**src/rtl/rf_frame_sequencer.sv**
```systemverilog
`default_nettype none
// ============================================================================
// Module      : rf_frame_sequencer
// Description : Buffers a framed valid/ready sample stream and replays it on
//               the range finder's go/finish/data protocol, then reports the
//               captured range, sample count and sticky error per frame.
// Revision    : 1.0 - initial release
// ============================================================================
module rf_frame_sequencer #(
    parameter int WIDTH = 16,
    parameter int DEPTH = 4,
    parameter int CNT_W = 16
) (
    input  logic             clk,
    input  logic             rst_n,
    input  logic             s_valid,
    input  logic [WIDTH-1:0] s_data,
    input  logic             s_last,
    output logic             s_ready,
    output logic [WIDTH-1:0] rf_data,
    output logic             rf_go,
    output logic             rf_finish,
    input  logic [WIDTH-1:0] rf_range,
    input  logic             rf_error,
    output logic             res_valid,
    output logic [WIDTH-1:0] res_range,
    output logic             res_error,
    output logic [CNT_W-1:0] res_count
);

    localparam int               c_AW      = $clog2(DEPTH);
    localparam logic [CNT_W-1:0] c_CNT_MAX = '1;
    localparam logic [CNT_W-1:0] c_CNT_ONE = {{(CNT_W-1){1'b0}}, 1'b1};

    localparam logic [1:0] c_IDLE    = 2'd0;
    localparam logic [1:0] c_STREAM  = 2'd1;
    localparam logic [1:0] c_DUP     = 2'd2;
    localparam logic [1:0] c_CAPTURE = 2'd3;

    logic [WIDTH:0]   r_mem [DEPTH];
    logic [c_AW:0]    r_wr_ptr;
    logic [c_AW:0]    r_rd_ptr;
    logic             r_rdy;
    logic [1:0]       r_state;
    logic [CNT_W-1:0] r_count;
    logic             r_err_seen;
    logic             r_cap_pend;

    logic             w_full;
    logic             w_empty;
    logic             w_push;
    logic             w_pop;
    logic [WIDTH:0]   w_head;

    assign w_empty = (r_wr_ptr == r_rd_ptr);
    assign w_full  = (r_wr_ptr[c_AW] != r_rd_ptr[c_AW]) &&
                     (r_wr_ptr[c_AW-1:0] == r_rd_ptr[c_AW-1:0]);
    // r_rdy keeps s_ready low while in reset and for the release edge
    assign s_ready = r_rdy && !w_full;
    assign w_push  = s_valid && s_ready;
    assign w_pop   = !w_empty && ((r_state == c_IDLE) || (r_state == c_STREAM));
    assign w_head  = r_mem[r_rd_ptr[c_AW-1:0]];

    always_ff @(posedge clk) begin
        if (w_push) begin
            r_mem[r_wr_ptr[c_AW-1:0]] <= {s_last, s_data};
        end
    end

    always_ff @(posedge clk or negedge rst_n) begin
        if (!rst_n) begin
            r_wr_ptr <= '0;
            r_rd_ptr <= '0;
        end else begin
            if (w_push) begin
                r_wr_ptr <= r_wr_ptr + 1'b1;
            end
            if (w_pop) begin
                r_rd_ptr <= r_rd_ptr + 1'b1;
            end
        end
    end

    always_ff @(posedge clk or negedge rst_n) begin
        if (!rst_n) begin
            r_rdy      <= 1'b0;
            r_state    <= c_IDLE;
            r_count    <= '0;
            r_err_seen <= 1'b0;
            r_cap_pend <= 1'b0;
            rf_data    <= '0;
            rf_go      <= 1'b0;
            rf_finish  <= 1'b0;
            res_valid  <= 1'b0;
            res_range  <= '0;
            res_error  <= 1'b0;
            res_count  <= '0;
        end else begin
            r_rdy      <= 1'b1;
            rf_go      <= 1'b0;
            rf_finish  <= 1'b0;
            res_valid  <= 1'b0;
            r_cap_pend <= 1'b0;

            // Result is taken one cycle after CAPTURE so rf_range has settled
            if (r_cap_pend) begin
                res_valid <= 1'b1;
                res_range <= rf_range;
                res_error <= r_err_seen | rf_error;
                res_count <= r_count;
            end

            case (r_state)
                c_IDLE: begin
                    if (w_pop) begin
                        rf_data    <= w_head[WIDTH-1:0];
                        rf_go      <= 1'b1;
                        r_count    <= c_CNT_ONE;
                        r_err_seen <= 1'b0;
                        r_state    <= w_head[WIDTH] ? c_DUP : c_STREAM;
                    end
                end
                c_STREAM: begin
                    if (rf_error) begin
                        r_err_seen <= 1'b1;
                    end
                    if (w_pop) begin
                        rf_data   <= w_head[WIDTH-1:0];
                        rf_finish <= w_head[WIDTH];
                        if (r_count != c_CNT_MAX) begin
                            r_count <= r_count + 1'b1;
                        end
                        if (w_head[WIDTH]) begin
                            r_state <= c_CAPTURE;
                        end
                    end
                end
                c_DUP: begin
                    if (rf_error) begin
                        r_err_seen <= 1'b1;
                    end
                    rf_finish <= 1'b1;
                    r_state   <= c_CAPTURE;
                end
                c_CAPTURE: begin
                    if (rf_error) begin
                        r_err_seen <= 1'b1;
                    end
                    r_cap_pend <= 1'b1;
                    r_state    <= c_IDLE;
                end
                default: begin
                    r_state <= c_IDLE;
                end
            endcase
        end
    end

endmodule
`default_nettype wire

```
**config.mk**
```make
export PLATFORM = sky130hd
export DESIGN_NAME = rf_frame_sequencer
export DESIGN_NICKNAME = d
export VERILOG_FILES = /design/src/rtl/rf_frame_sequencer.sv
export SDC_FILE = /design/constraint.sdc
export NUM_CORES = 1
export LEC_CHECK = 0
export ABC_AREA = 1
export BUFFER_PORTS_ARGS = -buffer_cell sky130_fd_sc_hd__buf_2
export CORE_AREA = 5 5 108 110
export CTS_BUF_LIST = sky130_fd_sc_hd__clkbuf_4 sky130_fd_sc_hd__clkbuf_8 sky130_fd_sc_hd__clkbuf_16
export DETAILED_ROUTE_END_ITERATION = 10
export DIE_AREA = 0 0 113 115
export PLACE_DENSITY_LB_ADDON = 0.05
export SYNTH_ARGS = -nofsm -noshare
export SYNTH_HDL_FRONTEND = slang
export SYNTH_SLANG_ARGS = --single-unit
```
**constraint.sdc**
```tcl
create_clock -name clk -period 4.2 [get_ports clk]
set_clock_uncertainty 0.05 [all_clocks]
set_input_delay 0.84 -clock clk [delete_from_list [all_inputs] [get_ports clk]]
set_output_delay 0.84 -clock clk [all_outputs]
set_load 0.02 [all_outputs]
```
### Word level (Yosys, flattened, before mapping)

Memory sizes are Yosys's and may differ from the RTL's.
Index checks and enable logic that the tools add are counted.

* add/subtract/negate cells: 3
* multiply operators: 0
* div/mod/pow operators: 0
* order comparisons: 0
* equal/unequal tests: 12
* shifts and indexed selects: 0
* mux-type cells: 20
* bitwise gates (word level): 1
* reductions and logical operators: 15

Operator list (number)
* 16-bit 2-to-1 mux: 3
* 16-bit case mux with 2 select lines: 1
* 16-bit by 1-bit adder with 16-bit output, second input constant: 1
* 16-bit != test, second input constant: 1
* 1-bit 2-to-1 mux: 9
* 2-bit 2-to-1 mux: 4
* 2-bit case mux with 4 select lines: 1
* 3-bit by 1-bit adder with 3-bit output, second input constant: 2
* 2-bit != test, second input constant: 3
* 2-bit equality test, second input constant: 2
* 1-bit logical AND: 4
* 2-bit by 1-bit != test with 1-bit output, second input constant: 2
* 1-bit case mux with 2 select lines: 2
* 2-bit AND reduction: 2
* 4-bit AND reduction: 1
* 3-bit equality test: 1
* 3-bit AND reduction: 1
* 3-bit OR reduction: 1
* 2-bit by 1-bit equality test with 1-bit output, second input constant: 1
* 2-bit equality test: 1
* 1-bit logical NOT: 2
* 2-bit logical NOT: 1
* 2-bit nonzero test: 1
* 2-bit OR reduction: 1
* other kinds (3): 3

* register bits after elaboration: 79
* bits in latches: 0
* bits in writable memories: 68
* bits in read-only memories: 0
* input bits: 37
* output and inout port bits: 53
* word-level logic and storage cells: 66
* memories kept: 1

Memories
* r_mem: words 4, width 17, rd ports 1, clocked after memory_dff 0, wr ports 1, line 40 `logic [WIDTH:0] r_mem [DEPTH];`

### Logic depth before layout (Yosys ltp)

* depth in word-level cells: 7
* mapped depth: 12
* gate-level depth less buffers: 10

### Worst setup path after synthesis

No wires, ideal clock.

* path kind: input port to flip-flop
* from: input port s_valid
* to: memory r_mem[0][0] (netlist bit), enable pin
* library setup time: 0.391 ns
* data arrival time: 1.842 ns
* data required time: 3.759 ns
* setup slack: 1.918 ns
* stages: 2
* buffers on the path: 0
* path through: nand3_1 -> nor2_1

* longest elaborated chain between the ends: 3

Ends and longest elaborated chain
* from (decl): line 16 `input logic s_valid,`
* 1-bit logical AND: line 60 `assign w_push = s_valid && s_ready;`
* 1-bit 2-to-1 mux: line 65 `if (w_push) begin`
* 1-bit 2-to-1 mux (implied by the code): line 66 `r_mem[r_wr_ptr[c_AW-1:0]] <= {s_last, s_data};`
* to (decl): line 40

No other way between the ends.

### Worst setup path after layout

* from: register r_rd_ptr[0]
* to: output port s_ready

* longest elaborated chain between the ends: 4

Ends and longest elaborated chain
* from (decl): line 42 `logic [c_AW:0] r_rd_ptr;`
* from (signal assigned): line 79 `r_rd_ptr <= r_rd_ptr + 1'b1;`
* 2-bit equality test: line 57 `(r_wr_ptr[c_AW-1:0] == r_rd_ptr[c_AW-1:0]);`
* 1-bit logical AND: line 56 `assign w_full = (r_wr_ptr[c_AW] != r_rd_ptr[c_AW]) &&`
* 1-bit logical NOT: line 59 `assign s_ready = r_rdy && !w_full;`
* 1-bit logical AND: line 59
* to (decl): line 19 `output logic s_ready,`

No other way between the ends.

==> results.json <==
{
  "maxCapViolCount": 0,
  "cts_setup_buffers": 0,
  "required_ns": 3.31,
  "ys_types": 34,
  "busiest_layer": "met2",
  "wire_per_inst_um": 15.22,
  "worstSetupStartpointType": "flop",
  "multiInputGateArea_um2": 1888,
  "rrSetupSlack_ns": 1.66,
  "remaining_drc_errors": 0,
  "grt_pass1_wl_um": 20310,
  "numClockSinks": 147,
  "placed_cell_area_um2": 6723,
  "dieWidth_um": 113,
  "tightest_slew_ns": 0.9551,
  "diodes": 0,
  "gp_congestion": 0.8627,
  "slew_violations": 0,
  "dieArea_um2": 13000,
  "r2r_start": "r_state[1]$_DFFE_PN0P_",
  "final_common_cell": "nand2_1",
  "syn-num-nets": 609,
  "initial_core_util_pct": 58.35,
  "post-dp-hpwl_um": 8063,
  "yosysWarnings": 0,
  "mostFrequentLayoutCells": "nand2_1, buf_2, dfrtp_1",
  "fillerInstances": 816,
  "avgSynthCellArea_um2": 11.01,
  "crit_type": "flop to output pin",
  "met2_usage_pct": 35.35,
  "drt-pass1-iter-count": 4,
  "cts_resized": 0,
  "status": "finished, final reports clean",
  "dp_slack_ns": 1.665,
  "synth_seq_area_share_pct": 64.95,
  "wirelength_um": 12280,
  "finalWorstSetupSlack_ns": 1.303,
  "powerDensity_nw_per_um2": 766.4,
  "ctsHoldBuffers": 0,
  "drive_gt1_share_pct": 25.19,
  "clk_latency_ns": 0.51,
  "fin_nets": 701,
  "rows": 38,
  "syn_to_final_growth_pct": 18.12,
  "clock-root-buffer": "clkbuf_8",
  "holdCritPathClass": "input pin to asynchronous set/reset pin",
  "met1_usage_pct": 24.31,
  "dr_total_vias": 4180,
  "setup_viol": 0,
  "grt-ovfl-total": 0,
  "grt_max_degree": 80,
  "ys_seq_elements": 147,
  "grt_use_total_pct": 20.26,
  "cp-endpoint": "s_ready",
  "post-place-cells": 775,
  "p_leak_nw": 3.243,
  "setup_tns_ns": 0,
  "post_drt_via_cell_ratio": 5.180,
  "rsz0062_at_grt": "no",
  "core_area_um2": 10600,
  "fin_cells": 807,
  "grt_antenna_before_repair": 0,
  "regArea_um2": 4019,
  "report.final.hold_viol_count": 0,
  "period_minus_slack_ns": 2.897,
  "grt_pass1_vias": 4229,
  "r2r_cells": 10,
  "r2r-end": "r_count[3]$_DFFE_PN0P_",
  "startpoint": "r_rd_ptr[0]$_DFFE_PN0P_",
  "netlist_instances": 562,
  "ios": 90,
  "use_met3_pct": 4.789,
  "vdd_drop_max_v": 0.0003978,
  "cts_made_buffers": 17,
  "drtIter0Drc": 282,
  "fin_area_um2": 7308,
  "io_buffers": 89,
  "cts_tree": "done",
  "relSlewSlack_pct": 36.33,
  "crit_arrival_ns": 2.01,
  "clk_path_buf_depth": 2,
  "finalCritPeriodShare_pct": 68.98,
  "cp_max_fo": 37,
  "clk_pin_slew_ns": 0.06,
  "die_y_um": 115,
  "syn_area_um2": 6187,
  "cp-end-kind": "output pin",
  "hold_ws_ns": 0.4218,
  "ant_nets": 0,
  "timing.fmax_ghz": 0.3452,
  "htreeDepth": 4
}
[cells by family (layout without fill, tap and decap cells)]
group,count (synthesis),after routing,synth area share [%]
simple gates,231,231,15.77
flops,147,147,64.95
compound gates,83,83,7.442
buf+inv,60,165,4.530
mux,21,21,3.822
fa+ha+maj,10,10,2.022
xor+xnor,9,9,1.395
other cells,1,1,0.06061
[worst max-delay path, cell delays in order, from the launching register on]
cell	delay [ns]
dfrtp_1	0.35
buf_4	0.24
inv_4	0.31
nand2_1	0.12
nand2_2	0.10
nand3b_1	0.10
nand2_1	0.07
inv_1	0.03
buf_2	0.15
[cell type report]
cell class                 count  area share [%]
tap                          140           2.397
clock buffer                  22           6.591
sequential                   147           54.99
multi-input combinational    355           25.83
clock inverter                10           1.421
inverter                      38           2.020
timing repair buffer          95           6.745
[Yosys cell counts (all sizes together)]
| cell type | number | area share, % |
|---|---|---|
| nand2 | 129 | 8.4 |
| dfrtp | 79 | 32 |
| nor2 | 69 | 4.3 |
| edfxtp | 68 | 33 |
| o21ai | 53 | 4.7 |
| inv | 38 | 2.4 |
| nand3 | 24 | 2.1 |
| mux2 | 21 | 3.8 |
| o22ai | 16 | 1.6 |
| a21oi | 13 | 1.1 |
| buf | 12 | 1.5 |
| clkbuf | 10 | 0.61 |
| ha | 10 | 2.0 |
| xor2 | 7 | 0.99 |
| nand4 | 6 | 0.61 |
| xnor2 | 2 | 0.40 |
| a21boi | 1 | 0.12 |
| conb | 1 | 0.061 |
| nand3b | 1 | 0.12 |
| nor3 | 1 | 0.081 |
| or2 | 1 | 0.10 |
[stage by stage]
| stage | utilization [%] | power (mW) |
|---|---|---|
| final | 68.93 | 5.601 |
| after global routing | 68.93 | 6.001 |
| after CTS | 68.93 | 5.659 |
| after detailed placement | 63.41 | 4.191 |
| after global placement | 63.41 | 4.107 |
| after floorplan | - | 3.664 |
[state kept, by name, summed over array words and instances (netlist names), 2 cells and up]
name,flops
r_state,2
r_rd_ptr,3
r_wr_ptr,3
res_range,16
res_count,16
rf_data,16
r_count,16
r_mem,68
[routing by layer]
| layer | vias up | routed length [um] |
|---|---|---|
| met1 | 1996 | 5169 |
| met5 | - | 0 |
| met2 | 101 | 6444 |
| met4 | 0 | 99 |
| li1 | 2073 | - |
| met3 | 10 | 568 |
[how the worst min path moves through the flow]
stage,start,end
finish,rst_n,res_range[3]$_DFFE_PN0P_
global route,rf_data[12]$_DFFE_PN0P_,rf_data[12]$_DFFE_PN0P_
CTS,rf_data[6]$_DFFE_PN0P_,rf_data[6]$_DFFE_PN0P_
detailed placement,rf_data[6]$_DFFE_PN0P_,rf_data[6]$_DFFE_PN0P_
global placement,rf_data[12]$_DFFE_PN0P_,rf_data[12]$_DFFE_PN0P_
floorplan,r_cap_pend$_DFF_PN0_,res_valid$_DFF_PN0_
[power breakdown]
group          internal, mW  switching [mW]
Combinational         0.666            1.36
Sequential             1.89           0.224
Clock                 0.918           0.538
Power figures use the tool's default switching activity.
